### config.mk
export PLATFORM = sky130hd
export DESIGN_NAME = mem_arbiter
export DESIGN_NICKNAME = d
export VERILOG_FILES = /design/src/rtl/mem_arbiter_pkg.sv /design/src/rtl/mem_arb_pick.sv /design/src/rtl/mem_arbiter.sv
export SDC_FILE = /design/constraint.sdc
export NUM_CORES = 1
export LEC_CHECK = 0
export CORE_AREA = 2 2 118 120
export DETAILED_ROUTE_END_ITERATION = 10
export DIE_AREA = 0 0 120 122
export DONT_BUFFER_PORTS = 1
export PLACE_DENSITY = 0.63
export SYNTH_ARGS = -nofsm -noshare
export SYNTH_HDL_FRONTEND = slang
export SYNTH_SLANG_ARGS = --single-unit
### constraint.sdc
create_clock -name clk -period 3.1 [get_ports clk]
set_input_delay 0.775 -clock clk [delete_from_list [all_inputs] [get_ports clk]]
set_output_delay 0.775 -clock clk [all_outputs]
set_load 0.01 [all_outputs]
### src/rtl/mem_arbiter_pkg.sv
// Shared types and constants for the two-port memory arbiter:
// access-width enum, arbiter FSM state enum and port index constants.
package mem_arbiter_pkg;

  typedef enum logic [1:0] {
    MEM_DT_BYTE = 2'd0,
    MEM_DT_HALF = 2'd1,
    MEM_DT_WORD = 2'd2
  } mem_dt_e;

  typedef enum logic [1:0] {
    ST_IDLE = 2'd0,
    ST_BUSY = 2'd1,
    ST_DONE = 2'd2
  } mem_arb_st_e;

  localparam logic PORT_CORE   = 1'b0;
  localparam logic PORT_LOADER = 1'b1;

endpackage

### src/rtl/mem_arb_pick.sv
// Combinational winner select for the memory arbiter.
// A lone request always wins; on contention the port that was not
// granted last wins.
module mem_arb_pick
  import mem_arbiter_pkg::*;
(
  input  logic i_p0_req,
  input  logic i_p1_req,
  input  logic i_last,
  output logic o_any,
  output logic o_win
);

  // Pick the winning port from the two requests and the last-grant pointer
  always_comb begin
    o_any = i_p0_req | i_p1_req;
    o_win = PORT_CORE;
    if (i_p0_req && i_p1_req) begin
      o_win = (i_last == PORT_CORE) ? PORT_LOADER : PORT_CORE;
    end else if (i_p1_req) begin
      o_win = PORT_LOADER;
    end else begin
      o_win = PORT_CORE;
    end
  end

endmodule

### src/rtl/mem_arbiter.sv
// Two-port memory arbiter (port 0 = core, port 1 = loader/debug).
// IDLE -> BUSY -> DONE access sequence with a per-access wait timeout.
// Optional macro MEM_ARB_ROUND_ROBIN_EN: round-robin on contention;
// when undefined port 0 always wins contention and no pointer exists.
module mem_arbiter
  import mem_arbiter_pkg::*;
#(
  parameter int unsigned TIMEOUT_CYC = 255
) (
  input  logic        clk,
  input  logic        rst,
  input  logic        p0_req,
  input  logic        p0_we,
  input  logic [31:0] p0_addr,
  input  logic [31:0] p0_wd,
  input  mem_dt_e     p0_dt,
  output logic [31:0] p0_rd,
  output logic        p0_ack,
  output logic        p0_err,
  input  logic        p1_req,
  input  logic        p1_we,
  input  logic [31:0] p1_addr,
  input  logic [31:0] p1_wd,
  input  mem_dt_e     p1_dt,
  output logic [31:0] p1_rd,
  output logic        p1_ack,
  output logic        p1_err,
  output logic        m_req,
  output logic        m_we,
  output logic [31:0] m_addr,
  output logic [31:0] m_wd,
  output mem_dt_e     m_dt,
  input  logic [31:0] m_rd,
  input  logic        m_rdy,
  output logic        owner,
  output logic        busy
);

  localparam logic [16:0] LP_TIMEOUT = 17'(TIMEOUT_CYC);

  mem_arb_st_e r_state;
  mem_arb_st_e w_state_nxt;
  logic        r_owner;
  logic        r_we;
  logic [31:0] r_addr;
  logic [31:0] r_wd;
  mem_dt_e     r_dt;
  logic [15:0] r_cnt;
  logic [31:0] r_rdata;
  logic        r_err;
  logic [16:0] w_cnt_inc;
  logic        w_rdy_hit;
  logic        w_tmo_hit;
  logic        w_any;
  logic        w_win;
  logic        w_last;
  logic        w_in_busy;
  logic        w_in_done;

  mem_arb_pick u_pick (
    .i_p0_req (p0_req),
    .i_p1_req (p1_req),
    .i_last   (w_last),
    .o_any    (w_any),
    .o_win    (w_win)
  );

`ifdef MEM_ARB_ROUND_ROBIN_EN
  logic r_last;

  // Track which port received the most recent grant
  always_ff @(posedge clk or negedge rst) begin
    if (!rst) begin
      r_last <= PORT_LOADER;
    end else if ((r_state == ST_IDLE) && w_any) begin
      r_last <= w_win;
    end
  end

  assign w_last = r_last;
`else
  // A constant "port 1 went last" makes port 0 win every contention
  assign w_last = PORT_LOADER;
`endif

  assign w_cnt_inc = {1'b0, r_cnt} + 17'd1;

  // State register
  always_ff @(posedge clk or negedge rst) begin
    if (!rst) begin
      r_state <= ST_IDLE;
    end else begin
      r_state <= w_state_nxt;
    end
  end

  // Next-state logic; a ready in the final wait cycle beats the timeout
  always_comb begin
    w_state_nxt = r_state;
    w_rdy_hit   = 1'b0;
    w_tmo_hit   = 1'b0;
    case (r_state)
      ST_IDLE: begin
        if (w_any) begin
          w_state_nxt = ST_BUSY;
        end else begin
          w_state_nxt = ST_IDLE;
        end
      end
      ST_BUSY: begin
        if (m_rdy) begin
          w_rdy_hit   = 1'b1;
          w_state_nxt = ST_DONE;
        end else if (w_cnt_inc == LP_TIMEOUT) begin
          w_tmo_hit   = 1'b1;
          w_state_nxt = ST_DONE;
        end else begin
          w_state_nxt = ST_BUSY;
        end
      end
      ST_DONE: begin
        w_state_nxt = ST_IDLE;
      end
      default: begin
        w_state_nxt = ST_IDLE;
      end
    endcase
  end

  // Latch the winner's access on grant, then the result or timeout in BUSY
  always_ff @(posedge clk or negedge rst) begin
    if (!rst) begin
      r_owner <= PORT_CORE;
      r_we    <= 1'b0;
      r_addr  <= 32'd0;
      r_wd    <= 32'd0;
      r_dt    <= MEM_DT_WORD;
      r_cnt   <= 16'd0;
      r_rdata <= 32'd0;
      r_err   <= 1'b0;
    end else begin
      case (r_state)
        ST_IDLE: begin
          if (w_any) begin
            r_owner <= w_win;
            r_we    <= w_win ? p1_we   : p0_we;
            r_addr  <= w_win ? p1_addr : p0_addr;
            r_wd    <= w_win ? p1_wd   : p0_wd;
            r_dt    <= w_win ? p1_dt   : p0_dt;
            r_cnt   <= 16'd0;
            r_rdata <= 32'd0;
            r_err   <= 1'b0;
          end
        end
        ST_BUSY: begin
          if (w_rdy_hit) begin
            r_rdata <= m_rd;
            r_err   <= 1'b0;
          end else if (w_tmo_hit) begin
            r_cnt   <= w_cnt_inc[15:0];
            r_rdata <= 32'd0;
            r_err   <= 1'b1;
          end else begin
            r_cnt   <= w_cnt_inc[15:0];
          end
        end
        default: begin
          r_cnt <= r_cnt;
        end
      endcase
    end
  end

  assign w_in_busy = (r_state == ST_BUSY);
  assign w_in_done = (r_state == ST_DONE);

  // Memory side is driven only from latched values
  assign m_req  = w_in_busy;
  assign m_we   = w_in_busy & r_we;
  assign m_addr = r_addr;
  assign m_wd   = r_wd;
  assign m_dt   = r_dt;

  // Completion is reported only to the owning port
  assign p0_ack = w_in_done & (r_owner == PORT_CORE);
  assign p1_ack = w_in_done & (r_owner == PORT_LOADER);
  assign p0_err = p0_ack & r_err;
  assign p1_err = p1_ack & r_err;
  assign p0_rd  = p0_ack ? r_rdata : 32'd0;
  assign p1_rd  = p1_ack ? r_rdata : 32'd0;

  assign owner = r_owner;
  assign busy  = (r_state != ST_IDLE);

endmodule
==> results.tsv <==
metric	value	unit
status	completed	
critical_path_class	register to output pin	
reg2reg_from	r_cnt[2]$_DFFE_PN0P_	
grt_max_degree	203	
seq_area	2980	sq um
first_global_vias	4479	
rr_endpoint	r_rdata[21]$_DFFE_PN0P_	
setup_tns	0	ps
synth.avg_cell_area	9.38	sq um
required	2320	ps
ant_nets	0	
fin_area	7040	sq um
fillers	1220	
crit_path_start	owner$_DFFE_PN0P_	
synth_cell_types	43	
die_w	120	um
worstSetupEndpointType	output pin	
synthFlopType	dfrtp_1	
slew_headroom	46.5	%
drc	0	
irDropWorstVdd	0.000664	V
multi_input_area	3020	sq um
worst_pin_slew	803	ps
placed_area	6400	sq um
clkLatencyLatePin	410	ps
startpoint_type	register	
cts_resized	0	
vias	4875	
antenna_found_initial	0	
async_flop_share	100	%
grt_overflow	0	
leakage	2.98	nW
synthCells	663	
root_buffer	clkbuf_16	
synth_nets	836	
grt_util_all_layers	22.0	%
reg2regPathDepth	6	
synthesis.area	6220	sq um
drv_cap	0	
maxSlewViolCount	0	
hold_buffers	0	
grt_pass1_wl	24800	um
fmax	414	MHz
powerDensity	937	nW/um^2
port_buffers	0	
first_pass_iters	5	
antenna_cells	0	
synth_area_leaders	dfrtp_1 47%, mux2i_1 11%, o21ai_0 9.1%	
cts_max_path_buffers	2	
die_height	122	um
drt_iter0_drc	248	
yosysWarnings	0	
finalPower	0.00660	W
hold_violations	0	
synth.yosys.seq_area_share	47.9	%
min_period_over_period	78.0	%
htree_levels	4	
cts_tree	yes	
row_count	43	
rsz0062_at_grt	no	
ios	309	
area_delta_synth_final	13.2	%
routed_wl	16500	um
gp_congestion	0.851	
synth_top_area_share	47.5	%
cts_buffers	17	
start_util	46.1	%
clkTransAtPathRegs	60	ps
finalCriticalPeriod	2420	ps
ys_ff_latch	119	
setup_viol	0	
via_per_inst	5.85	
nets	814	
cts_sinks	119	
cp-endpoint	p1_rd[7]	
critical_path.max_fanout	34	
r2r_slack	920	ps
hold_class	input port to async pin	
dp_hpwl	11500	um
drive_above_1_share	8.72	%
wire_per_inst	19.8	um
fin_skew	13.8	ps
cts_setup_buffers	0	
critPathArrivalTime	1640	ps
synth_edf_count	0	
die_area	14600	sq um
yosys.area.top_type	dfrtp_1	
core_area	13500	sq um
state kept, by name, indices dropped and copies added (netlist names):
signal / flops
r_cnt: 16
r_we: 1
r_err: 1
r_rdata: 32
m_dt: 2
r_state: 2
m_addr: 32
owner: 1
m_wd: 32
cells in the final DEF (no fill, tap or decap), types with 2 or more instances in the layout:
| cell | count |
|---|---|
| nor4_4 | 2 |
| inv_6 | 3 |
| clkinv_4 | 3 |
| buf_4 | 13 |
| nor2_1 | 13 |
| and2_1 | 68 |
| bufinv_16 | 4 |
| xor2_1 | 6 |
| inv_1 | 5 |
| clkinv_2 | 2 |
| a21boi_0 | 2 |
| dfrtp_1 | 118 |
| nand2_1 | 83 |
| mux2i_1 | 69 |
| clkbuf_16 | 17 |
| a31oi_1 | 2 |
| nand4_1 | 5 |
| nand3_1 | 44 |
| a32oi_1 | 32 |
| o31ai_1 | 2 |
| clkinvlp_4 | 2 |
| buf_12 | 3 |
| o21ai_0 | 112 |
| a21oi_1 | 6 |
| ha_1 | 2 |
| o21ai_1 | 9 |
| and3b_1 | 2 |
synth_stat cells, types with 4 or more instances:
cell,n
buf_1,4
o21ai_1,9
and2_1,68
o21ai_0,113
inv_1,5
nand4_1,5
buf_2,7
clkbuf_1,45
a32oi_1,32
nand2_1,83
dfrtp_1,118
nand3_1,44
a21oi_1,6
mux2i_1,69
xor2_1,6
nor2_1,14
metrics by stage:
step,setup slack (ps),cells,utilization (%),hold slack (ps)
after floorplan,900,663,-,442
after global placement,1030,802,47.4,469
after detailed placement,952,802,47.4,479
after CTS,662,834,52.1,39.5
after global routing,596,834,52.1,33.5
final,682,834,52.1,61.4
worst min-delay path by stage:
| stage | cells past startpoint | to | slack [ps] | startpoint |
|---|---|---|---|---|
| final | 0 | r_cnt[10]$_DFFE_PN0P_ | 60 | rst |
| after global routing | 0 | m_wd[14]$_DFFE_PN0P_ | 30 | rst |
| after CTS | 0 | r_rdata[1]$_DFFE_PN0P_ | 40 | rst |
| after detailed placement | 2 | r_we$_DFFE_PN0P_ | 480 | r_we$_DFFE_PN0P_ |
| after global placement | 2 | r_we$_DFFE_PN0P_ | 470 | r_we$_DFFE_PN0P_ |
| after floorplan | 2 | r_we$_DFFE_PN0P_ | 440 | r_we$_DFFE_PN0P_ |
critical path, cell delays in order (launching register included):
cell     delay, ps
dfrtp_1        490
and3b_1        200
buf_4          290
and2_1         250
power breakdown:
group / leakage, nW / switching (W) / total [W] / internal [W]
sequential: 1.50 / 0.000764 / 0.00296 / 0.00220
clock: 0.307 / 0.000738 / 0.00211 / 0.00137
combinational: 1.16 / 0.000989 / 0.00152 / 0.000534
total: 2.98 / 0.00249 / 0.00660 / 0.00411
area by class of cell:
cell class	count	area share [%]
clock inverter	14	2.81
inverter	6	0.320
timing repair buffer	16	2.24
tap	180	3.20
multi-input combinational	481	42.9
sequential	119	42.3
clock buffer	18	6.24
layer usage:
layer / track usage [%] / share of wire [%] / vias to the layer above
met3: 11.1 / 11 / 17
met2: 34.8 / 50 / 214
met4: 7.57 / 1.2 / 0
met1: 25.9 / 38 / 2340
li1: - / - / 2304
met5: 0 / 0 / -
cells by family after synthesis:
logic type,Yosys count,share of synthesized area [%]
AOI/OAI and AO/OA,172,16.2
xor gates and xnor gates,7,0.986
adders and majority gates,2,0.402
buffers and inverters,63,4.00
DFF,119,47.9
muxes,69,11.1
and+or+nand+nor,231,19.4
Note: power is estimated with default switching activity, not from simulation.
